File: src/rtl/demux1t2_64_buf_if.sv
// Handshake bundle for demux1t2_64_buf: one producer side, two consumer channels,
// plus the per-channel delivery counters and the current steering target.
interface demux1t2_64_buf_if #(
  parameter int WIDTH = 64,
  parameter int CNT_W = 16
);
  logic [WIDTH-1:0] I;
  logic             in_valid;
  logic             sel;
  logic             in_ready;
  logic [WIDTH-1:0] o0;
  logic             o0_valid;
  logic             o0_ready;
  logic [WIDTH-1:0] o1;
  logic             o1_valid;
  logic             o1_ready;
  logic [CNT_W-1:0] cnt0;
  logic [CNT_W-1:0] cnt1;
  logic             tgt;

  modport slave (
    input  I, in_valid, sel, o0_ready, o1_ready,
    output in_ready, o0, o0_valid, o1, o1_valid, cnt0, cnt1, tgt
  );

  modport master (
    output I, in_valid, sel, o0_ready, o1_ready,
    input  in_ready, o0, o0_valid, o1, o1_valid, cnt0, cnt1, tgt
  );
endinterface

File: src/rtl/demux1t2_64_buf.sv
// 1-to-2 demultiplexer with a one-word holding register per output channel,
// steering by sel (MODE=0) or an accept-driven ping-pong toggle (MODE=1).
module demux1t2_64_buf #(
  parameter int WIDTH = 64,
  parameter int MODE  = 0,
  parameter int CNT_W = 16
) (
  input logic                  clk,
  input logic                  rst,
  demux1t2_64_buf_if.slave     bus
);

  typedef enum logic {
    EMPTY = 1'b0,
    FULL  = 1'b1
  } ch_state_e;

  localparam logic             PING_PONG = (MODE == 32'sd1);
  localparam logic [CNT_W-1:0] CNT_ONE   = {{(CNT_W-1){1'b0}}, 1'b1};
  localparam logic [CNT_W-1:0] CNT_MAX   = {CNT_W{1'b1}};

  ch_state_e        st0_q, st0_d;
  ch_state_e        st1_q, st1_d;
  logic [WIDTH-1:0] dat0_q, dat0_d;
  logic [WIDTH-1:0] dat1_q, dat1_d;
  logic [CNT_W-1:0] cnt0_q, cnt0_d;
  logic [CNT_W-1:0] cnt1_q, cnt1_d;
  logic             tog_q, tog_d;

  logic tgt_s;
  logic in_ready_s;
  logic acc_s;
  logic ld0_s, ld1_s;
  logic drain0_s, drain1_s;

  // A load wins over a drain, so a same-cycle drain+load keeps the channel FULL.
  function automatic ch_state_e ch_next(ch_state_e cur, logic ld, logic drain);
    ch_state_e nxt;
    case (cur)
      EMPTY:   nxt = ld ? FULL : EMPTY;
      FULL:    nxt = ld ? FULL : (drain ? EMPTY : FULL);
      default: nxt = EMPTY;
    endcase
    return nxt;
  endfunction

  always_comb begin
    tgt_s    = 1'b0;
    drain0_s = (st0_q == FULL) & bus.o0_ready;
    drain1_s = (st1_q == FULL) & bus.o1_ready;

    if (PING_PONG) begin
      tgt_s = tog_q;
    end else begin
      tgt_s = bus.sel;
    end

    // Ready looks only at the targeted channel, never at in_valid.
    if (tgt_s) begin
      in_ready_s = (st1_q == EMPTY) | bus.o1_ready;
    end else begin
      in_ready_s = (st0_q == EMPTY) | bus.o0_ready;
    end

    acc_s = bus.in_valid & in_ready_s;
    ld0_s = acc_s & ~tgt_s;
    ld1_s = acc_s & tgt_s;

    st0_d  = ch_next(st0_q, ld0_s, drain0_s);
    st1_d  = ch_next(st1_q, ld1_s, drain1_s);
    dat0_d = ld0_s ? bus.I : dat0_q;
    dat1_d = ld1_s ? bus.I : dat1_q;

    if (drain0_s && (cnt0_q != CNT_MAX)) begin
      cnt0_d = cnt0_q + CNT_ONE;
    end else begin
      cnt0_d = cnt0_q;
    end

    if (drain1_s && (cnt1_q != CNT_MAX)) begin
      cnt1_d = cnt1_q + CNT_ONE;
    end else begin
      cnt1_d = cnt1_q;
    end

    if (PING_PONG && acc_s) begin
      tog_d = ~tog_q;
    end else begin
      tog_d = tog_q;
    end
  end

  always_ff @(posedge clk or posedge rst) begin
    if (rst) begin
      st0_q  <= EMPTY;
      st1_q  <= EMPTY;
      dat0_q <= {WIDTH{1'b0}};
      dat1_q <= {WIDTH{1'b0}};
      cnt0_q <= {CNT_W{1'b0}};
      cnt1_q <= {CNT_W{1'b0}};
      tog_q  <= 1'b0;
    end else begin
      st0_q  <= st0_d;
      st1_q  <= st1_d;
      dat0_q <= dat0_d;
      dat1_q <= dat1_d;
      cnt0_q <= cnt0_d;
      cnt1_q <= cnt1_d;
      tog_q  <= tog_d;
    end
  end

  assign bus.in_ready = in_ready_s;
  assign bus.tgt      = tgt_s;
  assign bus.o0       = dat0_q;
  assign bus.o1       = dat1_q;
  assign bus.o0_valid = (st0_q == FULL);
  assign bus.o1_valid = (st1_q == FULL);
  assign bus.cnt0     = cnt0_q;
  assign bus.cnt1     = cnt1_q;

endmodule

File: src/flat_wrapper.sv
// flat-port wrapper written by rule: the top's interface ports become plain ports
module demux1t2_64_buf_flat 
#(
  parameter int WIDTH = 64,
  parameter int MODE  = 0,
  parameter int CNT_W = 16
)
  (clk, rst, bus_I, bus_in_valid, bus_sel, bus_o0_ready, bus_o1_ready, bus_in_ready, bus_o0, bus_o0_valid, bus_o1, bus_o1_valid, bus_cnt0, bus_cnt1, bus_tgt);
  demux1t2_64_buf_if #(.WIDTH(WIDTH), .CNT_W(CNT_W)) bus_i ();
  input logic clk;
  input logic rst;
  input wire logic [$bits(bus_i.I)-1:0] bus_I;
  input wire logic [$bits(bus_i.in_valid)-1:0] bus_in_valid;
  input wire logic [$bits(bus_i.sel)-1:0] bus_sel;
  input wire logic [$bits(bus_i.o0_ready)-1:0] bus_o0_ready;
  input wire logic [$bits(bus_i.o1_ready)-1:0] bus_o1_ready;
  output wire logic [$bits(bus_i.in_ready)-1:0] bus_in_ready;
  output wire logic [$bits(bus_i.o0)-1:0] bus_o0;
  output wire logic [$bits(bus_i.o0_valid)-1:0] bus_o0_valid;
  output wire logic [$bits(bus_i.o1)-1:0] bus_o1;
  output wire logic [$bits(bus_i.o1_valid)-1:0] bus_o1_valid;
  output wire logic [$bits(bus_i.cnt0)-1:0] bus_cnt0;
  output wire logic [$bits(bus_i.cnt1)-1:0] bus_cnt1;
  output wire logic [$bits(bus_i.tgt)-1:0] bus_tgt;
  assign bus_i.I = bus_I;
  assign bus_i.in_valid = bus_in_valid;
  assign bus_i.sel = bus_sel;
  assign bus_i.o0_ready = bus_o0_ready;
  assign bus_i.o1_ready = bus_o1_ready;
  assign bus_in_ready = bus_i.in_ready;
  assign bus_o0 = bus_i.o0;
  assign bus_o0_valid = bus_i.o0_valid;
  assign bus_o1 = bus_i.o1;
  assign bus_o1_valid = bus_i.o1_valid;
  assign bus_cnt0 = bus_i.cnt0;
  assign bus_cnt1 = bus_i.cnt1;
  assign bus_tgt = bus_i.tgt;
  demux1t2_64_buf #(.WIDTH(WIDTH), .MODE(MODE), .CNT_W(CNT_W)) u_core (.clk(clk), .rst(rst), .bus(bus_i));
endmodule
File: config.mk
export PLATFORM = sky130hd
export DESIGN_NAME = demux1t2_64_buf_flat
export DESIGN_NICKNAME = d
export VERILOG_FILES = /design/src/rtl/demux1t2_64_buf_if.sv /design/src/rtl/demux1t2_64_buf.sv /design/src/flat_wrapper.sv
export SDC_FILE = /design/constraint.sdc
export NUM_CORES = 1
export LEC_CHECK = 0
export CAP_MARGIN = 20
export CORE_MARGIN = 2
export CORE_UTILIZATION = 40
export DETAILED_ROUTE_END_ITERATION = 10
export GPL_TIMING_DRIVEN = 0
export PLACE_DENSITY = 0.73
export SLEW_MARGIN = 40
export SYNTH_ARGS = -nofsm -noshare
export SYNTH_HDL_FRONTEND = slang
export SYNTH_SLANG_ARGS = --single-unit
File: constraint.sdc
create_clock -name clk -period 6 [get_ports clk]
set_input_delay 1.2 -clock clk [delete_from_list [all_inputs] [get_ports clk]]
set_output_delay 1.2 -clock clk [all_outputs]
set_load 0.1 [all_outputs]
==> flow_summary.ini <==
[clock_tree]
clock_path_buffers = 2
htree_levels = 4
cts_tree = built
cts_resized = 0
worstSkewPairLatency_ns = 0.41
cts_setup_buffers = 0
clkTransAtPathRegs_ns = 0.06
clock-sinks = 162
holdBufCountCts = 0
numCtsBuffers = 17
ctsRootBufferMaster = clkbuf_16

[worst_setup_path]
worst_path_max_delay_cell = clkdlybuf4s50_1
critPathKind = input port to output port
max_stage_delay_ns = 0.52
worstPathArrival_ns = 2.46
cp_cell_sequence = clkdlybuf4s50_1, nand2b_1, mux2_2, buf_2
crit_buf_inv = 2
worstPathRequired_ns = 4.80
cp-end-kind = output port
cp_max_fo = 4
cp-start-kind = input port
critical-path-top-delay-family = buffers and inverters

[global_routing]
grt_start_max_net_pins = 66
grt_antenna_before_repair = 0
grt_overflow_total = 0
grt_pass1_wl_um = 23560
grt_pass1_vias = 4493
gr-usage-all-layers = 0.1789

[synthesis]
syn_nets = 496
synthArstFlopShare = 1.000
syn_area_per_cell_um2 = 15.17
yosys_register_bits = 162
ys_seq_area_frac = 0.6304
synthCells = 424
synth.distinct_cells = 34
synth-edff-count = 0
yosysWarnings = 0
synth-main-ff-cell = dfrtp_1
synth.cell_area_um2 = 6431

[power_and_ir_drop]
total_power_mw = 4.615
leakage_nw = 4.181
power_density_nw_per_um2 = 517.8
ir_drop_mv = 0.2583

[place]
dpl.cell_count = 875
finalWeightedCongestion = 0.8170
portBuffers = 233
dp_slack_ns = 2.344
dp_hpwl_um = 11230

[detailed_routing]
dr.pass1.iters = 4
vias = 4402
first_iter_violations = 154
drt-vias-per-instance = 4.853
wl_um = 15160
wl_per_cell_um = 16.72
drc = 0
ant_nets = 0

[floorplanning]
dieHeight_um = 130.8
die_area_um2 = 17110
pin_count = 234
core_um2 = 15830
fp-row-count = 46
die_x_um = 130.8
start_util = 0.4063

[timing]
setup_ws_ns = 2.338
fin_skew_ns = 0.009049
hold_viol = 0
drv_slew = 0
fmax_mhz = 273.1
worst_pin_slew_ns = 0.6181
rsz0062_at_grt = false
max_slew_margin = 0.5849
min_period_ns = 3.662
fin_crit_sh = 0.6104
setup-violations-final = 0

[cells_and_area]
layoutNonFillerInstCount = 907
nNetsFinal = 750
area_growth_pct = 38.58
drive_gt1_frac = 0.5109
antenna_cells = 0

[min_path]
hp-class = flip-flop to flip-flop

[run_status]
outcome = completed

[run]
maxCapViolCount = 0
-- cell type report --
cell class | instances | area, um2
plain buffers | 18 | 90.09
clock buffers | 21 | 470.5
clock inverters | 11 | 173.9
fillers | 1323 | 6915
inverters | 1 | 11.26
multi-input cells | 243 | 2283
flip-flops and latches | 162 | 4054
well taps | 216 | 270.3
repair buffers | 235 | 1559
-- through the flow --
stage	area, um2	hold WS (ns)	TNS (ns)	util
2_1_floorplan	6431	1.048	0	-
3_3_place_gp	9034	0.4764	-243.98	0.5708
3_5_place_dp	8268	0.4860	0	0.5224
4_1_cts	8912	0.4936	0	0.5631
5_1_grt	8912	0.5144	0	0.5631
6_report	8912	0.4891	0	0.5631
-- sequential cells by signal (all words and copies together), names as in the netlist --
name and cells:
u_core.bus.o1_valid 1, u_core.bus.cnt1 16, u_core.bus.cnt0 16, u_core.bus.o0_valid 1, u_core.bus.o0 64, u_core.bus.o1 64
-- cell usage in the layout, fill, tap and decap left out, drive strengths merged, types with 3 or more instances in the layout --
cell           netlist  final
nor4                 4      4
mux2               132    132
nand4               13     13
buf                 16    182
bufinv               0      4
xnor2               12     12
clkbuf               2     23
and4                 4      4
nand3               15     15
xor2                15     15
clkinvlp             0      3
dfrtp              162    162
nor2                 4      4
and3                 5      5
and2                 3      3
nand2               12     12
inv                  1      3
clkdlybuf4s50        0     69
nor3                10     10
-- Yosys cell counts (2+ instances only) --
library cell / instances / share of area
nor3_1: 9 / 0.0070
nor4_1: 2 / 0.0019
and4_1: 4 / 0.0054
and2_1: 3 / 0.0029
nand2_1: 12 / 0.0070
xor2_1: 15 / 0.020
dfrtp_1: 162 / 0.63
mux2_2: 131 / 0.23
nor3b_1: 2 / 0.0023
nor2_1: 3 / 0.0018
clkbuf_1: 2 / 0.0012
nand3b_1: 2 / 0.0023
nand3_1: 15 / 0.012
xnor2_1: 12 / 0.016
ha_1: 2 / 0.0039
nand2b_1: 2 / 0.0019
nand4_1: 11 / 0.011
and3_1: 5 / 0.0049
buf_2: 15 / 0.012
-- worst register-to-register path, delay by kind of cell (launching register included) --
| kind | cells | cell delay, ns |
|---|---|---|
| AND/OR/NAND/NOR | 3 | 0.83 |
| flip-flops | 1 | 0.44 |
| multiplexers | 1 | 0.32 |
| adder cells (fa/ha/maj) | 1 | 0.20 |
-- power breakdown --
group          internal, mW  total, mW  switching, mW  leakage, nW
combinational         0.343       2.03           1.69         1.92
clock                 0.733       1.17          0.441        0.306
sequential             1.29       1.41          0.124         1.96
-- routing by layer --
layer  share of wire  vias up  global-route usage
met3           0.059       27             0.05252
met1            0.42     2195              0.2233
met4           0.029        0             0.08761
met5               0        -                   0
met2            0.49      153              0.2858
li1                -     2027                   -
-- logic make-up after synthesis --
| group | count (synthesis) | share of synthesized area |
|---|---|---|
| flops | 162 | 0.6304 |
| simple gates | 78 | 0.07490 |
| compound gates | 4 | 0.007784 |
| buf+inv | 19 | 0.01459 |
| fa+ha+maj | 2 | 0.003890 |
| mux | 132 | 0.2317 |
| xor+xnor | 27 | 0.03677 |
-- worst paths after layout --
path / depth (start not counted) / from / slack (ns) / endpoint
worst max register to register: 5 / u_core.bus.cnt0[0] / 4.10 / u_core.bus.cnt0[1]
worst min register to register: 1 / u_core.bus.cnt1[15] / 0.49 / u_core.bus.cnt1[15]
min in group asynchronous: 2 / rst / 1.19 / u_core.bus.o0[46]
worst max-delay path: 4 / bus_o1_ready / 2.34 / bus_in_ready
max in group asynchronous: 3 / rst / 4.16 / u_core.bus.o0[9]
worst min-delay path: 1 / u_core.bus.cnt1[15] / 0.49 / u_core.bus.cnt1[15]
No activity file was read; power rests on OpenSTA's default activity.
